`src/rtl/game_timer.sv`:
```
// game_timer: BCD countdown round timer for the whack-a-mole game.
//
// Samples the clk_divider 1 Hz square wave as data on clk_in and turns each
// rising edge into a one-cycle second tick. On each tick it counts a round
// down from GAME_SECONDS to 00. It also supports pause and abort, and flags
// the final seconds and the end of the round.
//
// Ports
//   clk_in     in   100 MHz system clock, posedge
//   rst_n      in   asynchronous active-low reset
//   clk_1Hz    in   1 Hz square wave, asynchronous, synchronized here
//   start      in   level; starts a round from IDLE or DONE
//   pause      in   level; holds the countdown during a round
//   abort      in   level; returns to IDLE from any state
//   time_tens  out  BCD tens digit of remaining seconds
//   time_ones  out  BCD ones digit of remaining seconds
//   running    out  high in RUN
//   warn       out  high in RUN/PAUSED while remaining is 1..WARN_SECONDS
//   time_up    out  one-cycle pulse when a round completes
//
// state   | meaning
// --------+------------------------------------------------
// IDLE    | no round active, digits 00
// RUN     | counting down on each second tick
// PAUSED  | round frozen, ticks are dropped
// DONE    | round finished, digits held at 00
module game_timer #(
   parameter int GAME_SECONDS = 30,
   parameter int WARN_SECONDS = 5
) (
   input  logic       clk_in,
   input  logic       rst_n,
   input  logic       clk_1Hz,
   input  logic       start,
   input  logic       pause,
   input  logic       abort,
   output logic [3:0] time_tens,
   output logic [3:0] time_ones,
   output logic       running,
   output logic       warn,
   output logic       time_up
);

   localparam logic [1:0] ST_IDLE   = 2'd0;
   localparam logic [1:0] ST_RUN    = 2'd1;
   localparam logic [1:0] ST_PAUSED = 2'd2;
   localparam logic [1:0] ST_DONE   = 2'd3;

   localparam logic [3:0] LP_LOAD_TENS = 4'(GAME_SECONDS / 10);
   localparam logic [3:0] LP_LOAD_ONES = 4'(GAME_SECONDS % 10);
   localparam logic [6:0] LP_WARN      = 7'(WARN_SECONDS);

   logic       r_s1, r_s2, r_s3;
   logic [1:0] r_state;
   logic [3:0] r_tens, r_ones;
   logic       r_running, r_warn, r_time_up;

   logic       w_sec_tick;
   logic       w_last_sec;
   logic [1:0] w_state_nxt;
   logic [3:0] w_tens_nxt, w_ones_nxt;
   logic       w_time_up_nxt;
   logic [6:0] w_remaining_nxt;
   logic       w_warn_nxt;
   logic       w_active_nxt;

   // r_s1/r_s2 form the synchronizer. r_s3 remembers the previous
   // synchronized level, so a tick fires once per rising edge only.
   always_ff @(posedge clk_in or negedge rst_n) begin
      if (!rst_n) begin
         r_s1 <= 1'b0;
         r_s2 <= 1'b0;
         r_s3 <= 1'b0;
      end else begin
         r_s1 <= clk_1Hz;
         r_s2 <= r_s1;
         r_s3 <= r_s2;
      end
   end

   assign w_sec_tick = r_s2 & ~r_s3;
   assign w_last_sec = (r_tens == 4'd0) && (r_ones == 4'd1);

   always_comb begin
      w_state_nxt   = r_state;
      w_tens_nxt    = r_tens;
      w_ones_nxt    = r_ones;
      w_time_up_nxt = 1'b0;
      if (abort) begin
         w_state_nxt = ST_IDLE;
         w_tens_nxt  = 4'd0;
         w_ones_nxt  = 4'd0;
      end else if ((r_state == ST_IDLE || r_state == ST_DONE) && start) begin
         w_state_nxt = ST_RUN;
         w_tens_nxt  = LP_LOAD_TENS;
         w_ones_nxt  = LP_LOAD_ONES;
      end else if (r_state == ST_RUN && pause) begin
         // A tick in this same cycle is dropped; pause takes priority.
         w_state_nxt = ST_PAUSED;
      end else if (r_state == ST_RUN && w_sec_tick) begin
         if (w_last_sec) begin
            w_state_nxt   = ST_DONE;
            w_tens_nxt    = 4'd0;
            w_ones_nxt    = 4'd0;
            w_time_up_nxt = 1'b1;
         end else if (r_ones != 4'd0) begin
            w_ones_nxt = r_ones - 4'd1;
         end else begin
            w_ones_nxt = 4'd9;
            w_tens_nxt = r_tens - 4'd1;
         end
      end else if (r_state == ST_PAUSED && !pause) begin
         w_state_nxt = ST_RUN;
      end
   end

   // Flags are computed from next-state values, so that after each edge
   // they agree with the state and digits registered on that same edge.
   assign w_remaining_nxt = (7'(w_tens_nxt) * 7'd10) + 7'(w_ones_nxt);
   assign w_active_nxt    = (w_state_nxt == ST_RUN) || (w_state_nxt == ST_PAUSED);
   assign w_warn_nxt      = w_active_nxt && (w_remaining_nxt != 7'd0) &&
                            (w_remaining_nxt <= LP_WARN);

   always_ff @(posedge clk_in or negedge rst_n) begin
      if (!rst_n) begin
         r_state   <= ST_IDLE;
         r_tens    <= 4'd0;
         r_ones    <= 4'd0;
         r_running <= 1'b0;
         r_warn    <= 1'b0;
         r_time_up <= 1'b0;
      end else begin
         r_state   <= w_state_nxt;
         r_tens    <= w_tens_nxt;
         r_ones    <= w_ones_nxt;
         r_running <= (w_state_nxt == ST_RUN);
         r_warn    <= w_warn_nxt;
         r_time_up <= w_time_up_nxt;
      end
   end

   assign time_tens = r_tens;
   assign time_ones = r_ones;
   assign running   = r_running;
   assign warn      = r_warn;
   assign time_up   = r_time_up;

endmodule

```
`config.mk`:
```
export PLATFORM = sky130hd
export DESIGN_NAME = game_timer
export DESIGN_NICKNAME = d
export VERILOG_FILES = /design/src/rtl/game_timer.sv
export SDC_FILE = /design/constraint.sdc
export NUM_CORES = 1
export LEC_CHECK = 0
export BUFFER_PORTS_ARGS = -buffer_cell sky130_fd_sc_hd__buf_2
export CORE_MARGIN = 2
export CORE_UTILIZATION = 55
export CTS_BUF_LIST = sky130_fd_sc_hd__clkbuf_8
export DETAILED_ROUTE_END_ITERATION = 10
export HOLD_SLACK_MARGIN = 0.03
export PLACE_DENSITY = 0.78
export SLEW_MARGIN = 0
export SYNTH_ARGS = -nofsm -noshare
export SYNTH_HDL_FRONTEND = slang
export SYNTH_SLANG_ARGS = --single-unit
export TNS_END_PERCENT = 50
```
`constraint.sdc`:
```
create_clock -name clk_in -period 4.7 [get_ports clk_in]
set_input_delay 0.94 -clock clk_in [delete_from_list [all_inputs] [get_ports clk_in]]
set_output_delay 0.94 -clock clk_in [all_outputs]
set_load 0.05 [all_outputs]
```
==> out/results.tsv, run 1 <==
metric	value	unit
clkTransAtPathRegs	70	ps
cts_tree	built	
slew_violations	0	
synth_area_leaders	dfrtp_1 38%, ha_1 14%, a21oi_1 5.2%	
tightestPinTransition	469	ps
cp_data_required_time	4870	ps
synth_compound_area_share	17.5	%
synth_top_cell_area_share	37.6	%
grt_max_degree	17	
syn-cell-area	1060	um2
hold_violations	0	
drtIter0Drc	28	
place_area	1180	um2
reg2reg_to	warn	
r2r_start	time_ones[0]	
clock_latency	250	ps
ctsHoldBuffers	0	
gp_congestion	0.920	
via_count	940	
cap_violations	0	
cts-htree-levels	1	
pwr_density_cell	301	nW/um2
antenna_found_initial	0	
worstPathArrival	4320	ps
ys_seq_area_share	37.6	%
drt-vias-per-instance	6.06	
vdd_ir_drop_max	0.206	mV
criticalPathCategory	reg2reg	
synthMuxAreaShare	0	%
ys_seq_elements	16	
synth_nets	130	
fp.dieArea	2300	um2
fp-row-count	15	
portBuffers	16	
initial_utilization	59.7	%
cts_buffers	3	
cp_max_fo	7	
setup_viol	0	
start_kind	flip-flop	
wl_per_cell	15.4	um
r2r_setup_slack	550	ps
synth-main-ff-cell	dfrtp_1	
hold_depth	0	
synth_top_area_cell	dfrtp_1	
drt_wl_total	2380	um
finalCriticalPeriod	4150	ps
hold_end	r_s2	
synth_edf_count	0	
drc	0	
fin_worst_skew	3.32	ps
end_kind	flip-flop	
maxSlewHeadroom	68.0	%
grt-ovfl-total	0	
synth_fa_ha_area_share	17.9	%
final_cells	155	
synth_xor_area_share	3.29	%
finalSetupTns	0	ps
rsz0062_at_grt	false	
synth_top_family_by_area	simple AND/OR/NAND/NOR gates	
diodes	0	
layout.nets	151	
core	1780	um2
cts-root-buf	clkbuf_8	
leakagePower	0.601	nW
worstHoldPathType	reg2reg	
status	complete, no violations	
final_cell_area	1230	um2
avgSynthCellArea	9.68	um2
yosys_warnings	0	
synthTopCellsByCount	16 x dfrtp_1, 14 x nand2_1, 12 x ha_1, 11 x a21oi_1, 8 x inv_1	
fmax	241	MHz
firstDrtPassIters	4	
synth-simple-area-share	19.5	%
antenna_left	0	
io_pins	17	
syn_to_final_growth	15.6	%
die-height	48	um
postCtsResizedCells	0	
clock_sinks	16	
final_util	69.1	%
finalCritPeriodShare	88.2	%
grt_pass1_wl	3940	um
cts_setup_buffers	0	
reg2regPathDepth	13	
cp-startpoint	time_ones[0]	
die_w	48	um
drive_gt1_share	19.2	%
grt_pass1_vias	876	
synthCells	110	
place_inst	151	
synth_cell_types	35	
grt_usage	25.5	%
clk_path_buf_depth	2	
dp_hpwl	1860	um
synth.most_common_cell	dfrtp_1	
worstHoldStart	r_s1	
synth-async-reset-ratio	100	%
## report_power, final
group	internal (W)	switching (W)	leakage (nW)
Combinational	0.0000317	0.0000637	0.361
Clock	0.0000743	0.0000489	0.0288
Sequential	0.000147	0.00000595	0.211
## how the worst max path moves through the flow
stage	end	slack, ps	cells after the start
3_3_place_gp	warn	490	12
2_1_floorplan	warn	660	13
3_5_place_dp	warn	370	12
5_1_grt	warn	230	13
6_report	warn	550	13
4_1_cts	warn	530	13
## layer usage
metal  part of all wire [%]  GRT usage [%]  vias up  wire length [um]
li1                       -              -      444                 -
met1                     44           34.3      463              1050
met2                     50           42.7       31              1190
met3                    4.8           3.40        2               115
met4                   0.80           8.11        0                19
met5                      0              0        -                 0
## stage by stage
stage	total power (W)	hold WS [ps]	setup slack, ps
5_1_grt	0.000388	375	227
2_1_floorplan	0.000222	331	663
3_3_place_gp	0.000245	334	488
3_5_place_dp	0.000250	346	375
4_1_cts	0.000370	360	526
6_report	0.000371	363	553
## layout make-up
type,count,area (um2)
Clock buffer,4,55.1
Fill cell,144,552
Inverter,8,30.0
Multi-Input combinational cell,84,619
Sequential cell,16,400
Tap cell,25,31.3
Timing Repair Buffer,18,95.1
## critical path, cell delays in order, from the launching register on
cell and delay [ps]:
dfrtp_1 450, inv_1 130, ha_1 230, or3b_4 430, nor2_1 240, o211ai_1 120
a21oi_1 390, ha_1 310, ha_1 210, fa_1 560, nand2_1 90, or3_1 360
a2111o_1 410, a21oi_1 140
## placed cells by master (no fill, tap or decap), types with 2 or more instances in the layout
cell type	instances
fa_1	2
a211oi_1	2
inv_1	8
o211ai_1	3
nor3_1	5
nor2_1	6
buf_2	16
nand2_1	14
dfrtp_1	16
a21oi_1	11
a2111o_1	2
ha_1	12
nor4b_1	2
xor2_1	3
buf_4	2
o21ai_0	3
clkbuf_8	4
## cell families after synthesis
group,after synthesis
buffers and inverters,10
adders and majority gates,14
and+or+nand+nor,38
AOI/OAI and AO/OA,28
DFF,16
xor gates and xnor gates,4
Power figures use the tool's default switching activity.
==> run 2, diff against run 1 <==
--- a/config.mk
+++ b/config.mk
@@ -6,12 +6,13 @@
 export NUM_CORES = 1
 export LEC_CHECK = 0
 export BUFFER_PORTS_ARGS = -buffer_cell sky130_fd_sc_hd__buf_2
-export CORE_MARGIN = 2
+export CORE_MARGIN = 10
 export CORE_UTILIZATION = 55
 export CTS_BUF_LIST = sky130_fd_sc_hd__clkbuf_8
 export DETAILED_ROUTE_END_ITERATION = 10
 export HOLD_SLACK_MARGIN = 0.03
 export PLACE_DENSITY = 0.78
+export RECOVER_POWER = 100
 export SLEW_MARGIN = 0
 export SYNTH_ARGS = -nofsm -noshare
 export SYNTH_HDL_FRONTEND = slang
==> run 2 against run 1 <==
Sequential power is essentially flat. Critical path depth stayed put. Routed wire length is 7.0% higher. First-iteration DRC count grew 54%. Critical endpoint unchanged. Via count grew 1.4%. Global-route usage decreased by 13 points. Count of clock-buffer cells in the layout did not move. Core utilization decreased by 1.3 points. Setup slack got worse by 110 ps. Flip-flop and latch count unchanged. Clock skew is essentially flat.
==> out/results.tsv, run 2 (synthesis gave the netlist of run 1 again) <==
metric	value	unit
final_util	67.7	%
end_kind	flip-flop	
drive_gt1_share	7.69	%
clkTransAtPathRegs	60	ps
critPathMostFrequentCell	ha_1	
drt-vias-per-instance	6.15	
cap_violations	0	
die-height	64	um
setup_viol	0	
initial_utilization	59.7	%
finalCriticalPeriod	4260	ps
grt_max_degree	17	
drtIter0Drc	43	
ctsHoldBuffers	0	
grt_pass1_vias	912	
drt_wl_total	2550	um
finalCritPeriodShare	90.5	%
die_w	64	um
grt_usage	12.8	%
core	1780	um2
cts-htree-levels	1	
rsz0062_at_grt	false	
cts-root-buf	clkbuf_8	
slew_violations	0	
fmax	235	MHz
finalSetupTns	0	ps
postCtsResizedCells	0	
critPathMaxStageDelay	560	ps
worstPathArrival	4430	ps
dp_hpwl	1980	um
layout.nets	151	
tightestPinTransition	851	ps
gp_congestion	0.908	
leakagePower	0.550	nW
fp-row-count	15	
start_kind	flip-flop	
cts_buffers	3	
cp_max_fo	7	
portBuffers	16	
fp.dieArea	4100	um2
antenna_found_initial	0	
place_area	1180	um2
hold_violations	0	
cp_data_required_time	4870	ps
final_cell_mix	16 x dfrtp_1, 14 x nand2_1, 13 x clkbuf_1	
fin_worst_skew	3.34	ps
final_common_cell	dfrtp_1	
io_pins	17	
grt-ovfl-total	0	
via_count	953	
cts_tree	built	
clock_latency	240	ps
cts_setup_buffers	0	
diodes	0	
grt_pass1_wl	4310	um
fillers	159	
clk_path_buf_depth	2	
post-layout-total-power	0.000366	W
pwr_density_cell	303	nW/um2
crit_chain	inv_1 > ha_1 > or3b_1 > nor2_1 > o211ai_1 > a21oi_1 > ha_1 > ha_1 > fa_1 > nand2_1 > or3_1 > a2111o_1 > a21oi_1	
final_cell_area	1210	um2
drc	0	
wl_per_cell	16.4	um
antenna_left	0	
whs	355	ps
clock_sinks	16	
status	complete, no violations	
vdd_ir_drop_max	0.196	mV
maxSlewHeadroom	43.3	%
firstDrtPassIters	4	
crit_slowest_cell	fa_1	
criticalPathCategory	reg2reg	
worstHoldPathType	reg2reg	
syn_to_final_growth	13.4	%
[run 2: changes by cell type in the layout (fill, tap and decap cells not counted), sizes merged]
cell | previous run | this run
buf | 18 | 5
clkbuf | 4 | 17
[run 2: report_power, final]
| part | total [W] | internal [W] | switching [W] |
|---|---|---|---|
| sequential | 0.000153 | 0.000147 | 0.00000592 |
| combinational | 0.0000943 | 0.0000294 | 0.0000649 |
| clock | 0.000119 | 0.0000742 | 0.0000453 |
[run 2: path summary, 6_finish.rpt]
kind	end	start	cells past startpoint	slack (ps)
worst max register to register	warn	time_ones[0]	13	440
worst max-delay path	warn	time_ones[0]	13	440
min in group asynchronous	time_ones[1]	rst_n	1	780
worst min register to register	r_s2	r_s1	0	350
max in group asynchronous	time_tens[1]	rst_n	1	3400
worst min-delay path	r_s2	r_s1	0	350
[run 2: per-layer routing]
metal	track usage, %	up-vias	routed length, um
met2	21.5	38	1270
met3	2.09	2	149
met1	15.8	461	1110
met4	5.46	0	27
met5	0	-	0
li1	-	452	-
[run 2: critical path, delay by kind of cell (launching register included)]
family                   cells  cell delay (ps)
AO/OA/AOI/OAI                4             1080
buffers and inverters        1              130
adder cells (fa/ha/maj)      4             1340
flip-flops                   1              450
AND/OR/NAND/NOR              4             1190
[run 2: final cells by class]
class	count	area, um2	share of cell area (%)
inverter	8	30.0	2.49
sequential	16	400	33.2
tap	25	31.3	2.59
timing repair buffer	18	76.3	6.32
clock buffer	4	55.1	4.56
multi-input combinational	84	614	50.9
[run 2: through the flow]
stage / std cells / setup WS (ps)
detailed placement: 151 / 327
floorplan: 110 / 663
CTS: 155 / 505
global placement: 151 / 484
global route: 155 / 223
finish: 155 / 445
==> run 3, diff against run 2 <==
--- a/config.mk
+++ b/config.mk
@@ -10,6 +10,7 @@
 export CORE_UTILIZATION = 55
 export CTS_BUF_LIST = sky130_fd_sc_hd__clkbuf_8
 export DETAILED_ROUTE_END_ITERATION = 10
+export GPL_TIMING_DRIVEN = 0
 export HOLD_SLACK_MARGIN = 0.03
 export PLACE_DENSITY = 0.78
 export RECOVER_POWER = 100
==> run 3 against run 2 <==
Sequential share of layout area is 0.10 points lower. Largest cell class unchanged. Die area is the same. Global-route usage fell by 0.25 points. Flip-flop and latch count stayed put. Highest routed layer unchanged. Sequential power about the same. Critical endpoint unchanged. Cell area grew 0.31%. Final cell count stayed put. Routed wire length decreased by 3.2%.
==> out/results.tsv, run 3 (synthesis gave the netlist of run 1 again) <==
metric	value	unit
final_cell_mix	16 x dfrtp_1, 14 x nand2_1, 13 x clkbuf_1	
syn_to_final_growth	13.7	%
clock_sinks	16	
pwr_density_cell	302	nW/um2
finalCritPeriodShare	91.5	%
clk_path_buf_depth	2	
drive_gt1_share	7.69	%
tightestPinTransition	893	ps
seq_area	400	um2
end_kind	flip-flop	
setup_viol	0	
grt-ovfl-total	0	
start_kind	flip-flop	
worstPathArrival	4480	ps
crit_slowest_cell	fa_1	
worstHoldPathType	reg2reg	
finalCriticalPeriod	4300	ps
final_common_cell	dfrtp_1	
multi_input_area	614	um2
drt_wl_total	2470	um
maxSlewHeadroom	40.5	%
drt-vias-per-instance	5.86	
postCtsResizedCells	0	
layout.nets	151	
grt_max_degree	17	
cp_data_required_time	4880	ps
initial_utilization	59.7	%
post-place-ws	214	ps
cap_violations	0	
rsz0062_at_grt	false	
drtIter0Drc	20	
fin_worst_skew	2.38	ps
gp_congestion	0.860	
wl_per_cell	15.9	um
fillers	160	
via_count	909	
firstDrtPassIters	4	
antenna_found_initial	0	
cp.buffers_inverters	1	
drc	0	
vdd_ir_drop_max	0.222	mV
critPathMaxStageDelay	560	ps
fp.dieArea	4100	um2
crit_chain	inv_1 > ha_1 > or3b_1 > nor2_1 > o211ai_1 > a21oi_1 > ha_1 > ha_1 > fa_1 > nand2_1 > or3_1 > a2111o_1 > a21oi_1	
cts-root-buf	clkbuf_8	
fp-row-count	15	
cts_buffers	3	
hold_violations	0	
fmax	233	MHz
diodes	0	
leakagePower	0.552	nW
worst_slack	400	ps
portBuffers	16	
clock_latency	250	ps
path_delay_family	adder cells	
grt_pass1_vias	945	
io_pins	17	
critPathMostFrequentCell	ha_1	
die-height	64	um
finalSetupTns	0	ps
ctsHoldBuffers	0	
cts_tree	built	
cts_setup_buffers	0	
core	1780	um2
status	complete, no violations	
slew_violations	0	
cp_max_fo	7	
die_w	64	um
dp_hpwl	1920	um
grt_usage	12.6	%
antenna_left	0	
grt_pass1_wl	4260	um
criticalPathCategory	reg2reg	
clkTransAtPathRegs	60	ps
cts-htree-levels	1	
-- run 3: cell counts in the layout (fill, tap and decap cells not counted) --
Identical to the previous run, type by type.
-- run 3: routing by layer --
metal,vias to the layer above,global-route usage [%],part of all wire [%]
li1,442,-,-
met1,442,13.7,42
met2,20,21.4,51
met3,5,2.96,4.7
met4,0,8.20,2.3
met5,-,0,0
-- run 3: stage by stage --
step | power, W | instances | util (%) | area [um2] | hold WS (ps)
after global placement | 0.000245 | 151 | 66.0 | 1180 | 337
after detailed placement | 0.000248 | 151 | 66.0 | 1180 | 344
after floorplan | 0.000222 | 110 | - | 1060 | 331
after global routing | 0.000384 | 155 | 67.9 | 1210 | 369
after CTS | 0.000370 | 155 | 69.1 | 1230 | 359
final | 0.000366 | 155 | 67.9 | 1210 | 355
-- run 3: layout make-up --
class / count / share of cell area [%]
Inverter: 8 / 2.48
Buffer: 2 / 1.24
Multi-Input combinational cell: 84 / 50.7
Tap cell: 25 / 2.58
Sequential cell: 16 / 33.1
Clock buffer: 4 / 4.55
Timing Repair Buffer: 16 / 5.37
-- run 3: worst paths after layout --
| path | slack (ps) | cells after the start | startpoint | end |
|---|---|---|---|---|
| max | 400 | 13 | time_ones[0] | warn |
| min | 350 | 0 | r_s1 | r_s2 |
| max reg2reg | 400 | 13 | time_ones[0] | warn |
| min reg2reg | 350 | 0 | r_s1 | r_s2 |
| max in group asynchronous | 3370 | 1 | rst_n | running |
| min in group asynchronous | 790 | 1 | rst_n | time_tens[2] |
-- run 3: power by group --
group	leakage (nW)	total (W)	switching, W	internal, W
sequential	0.211	0.000153	0.00000616	0.000147
combinational	0.312	0.0000910	0.0000627	0.0000283
clock	0.0288	0.000122	0.0000481	0.0000744
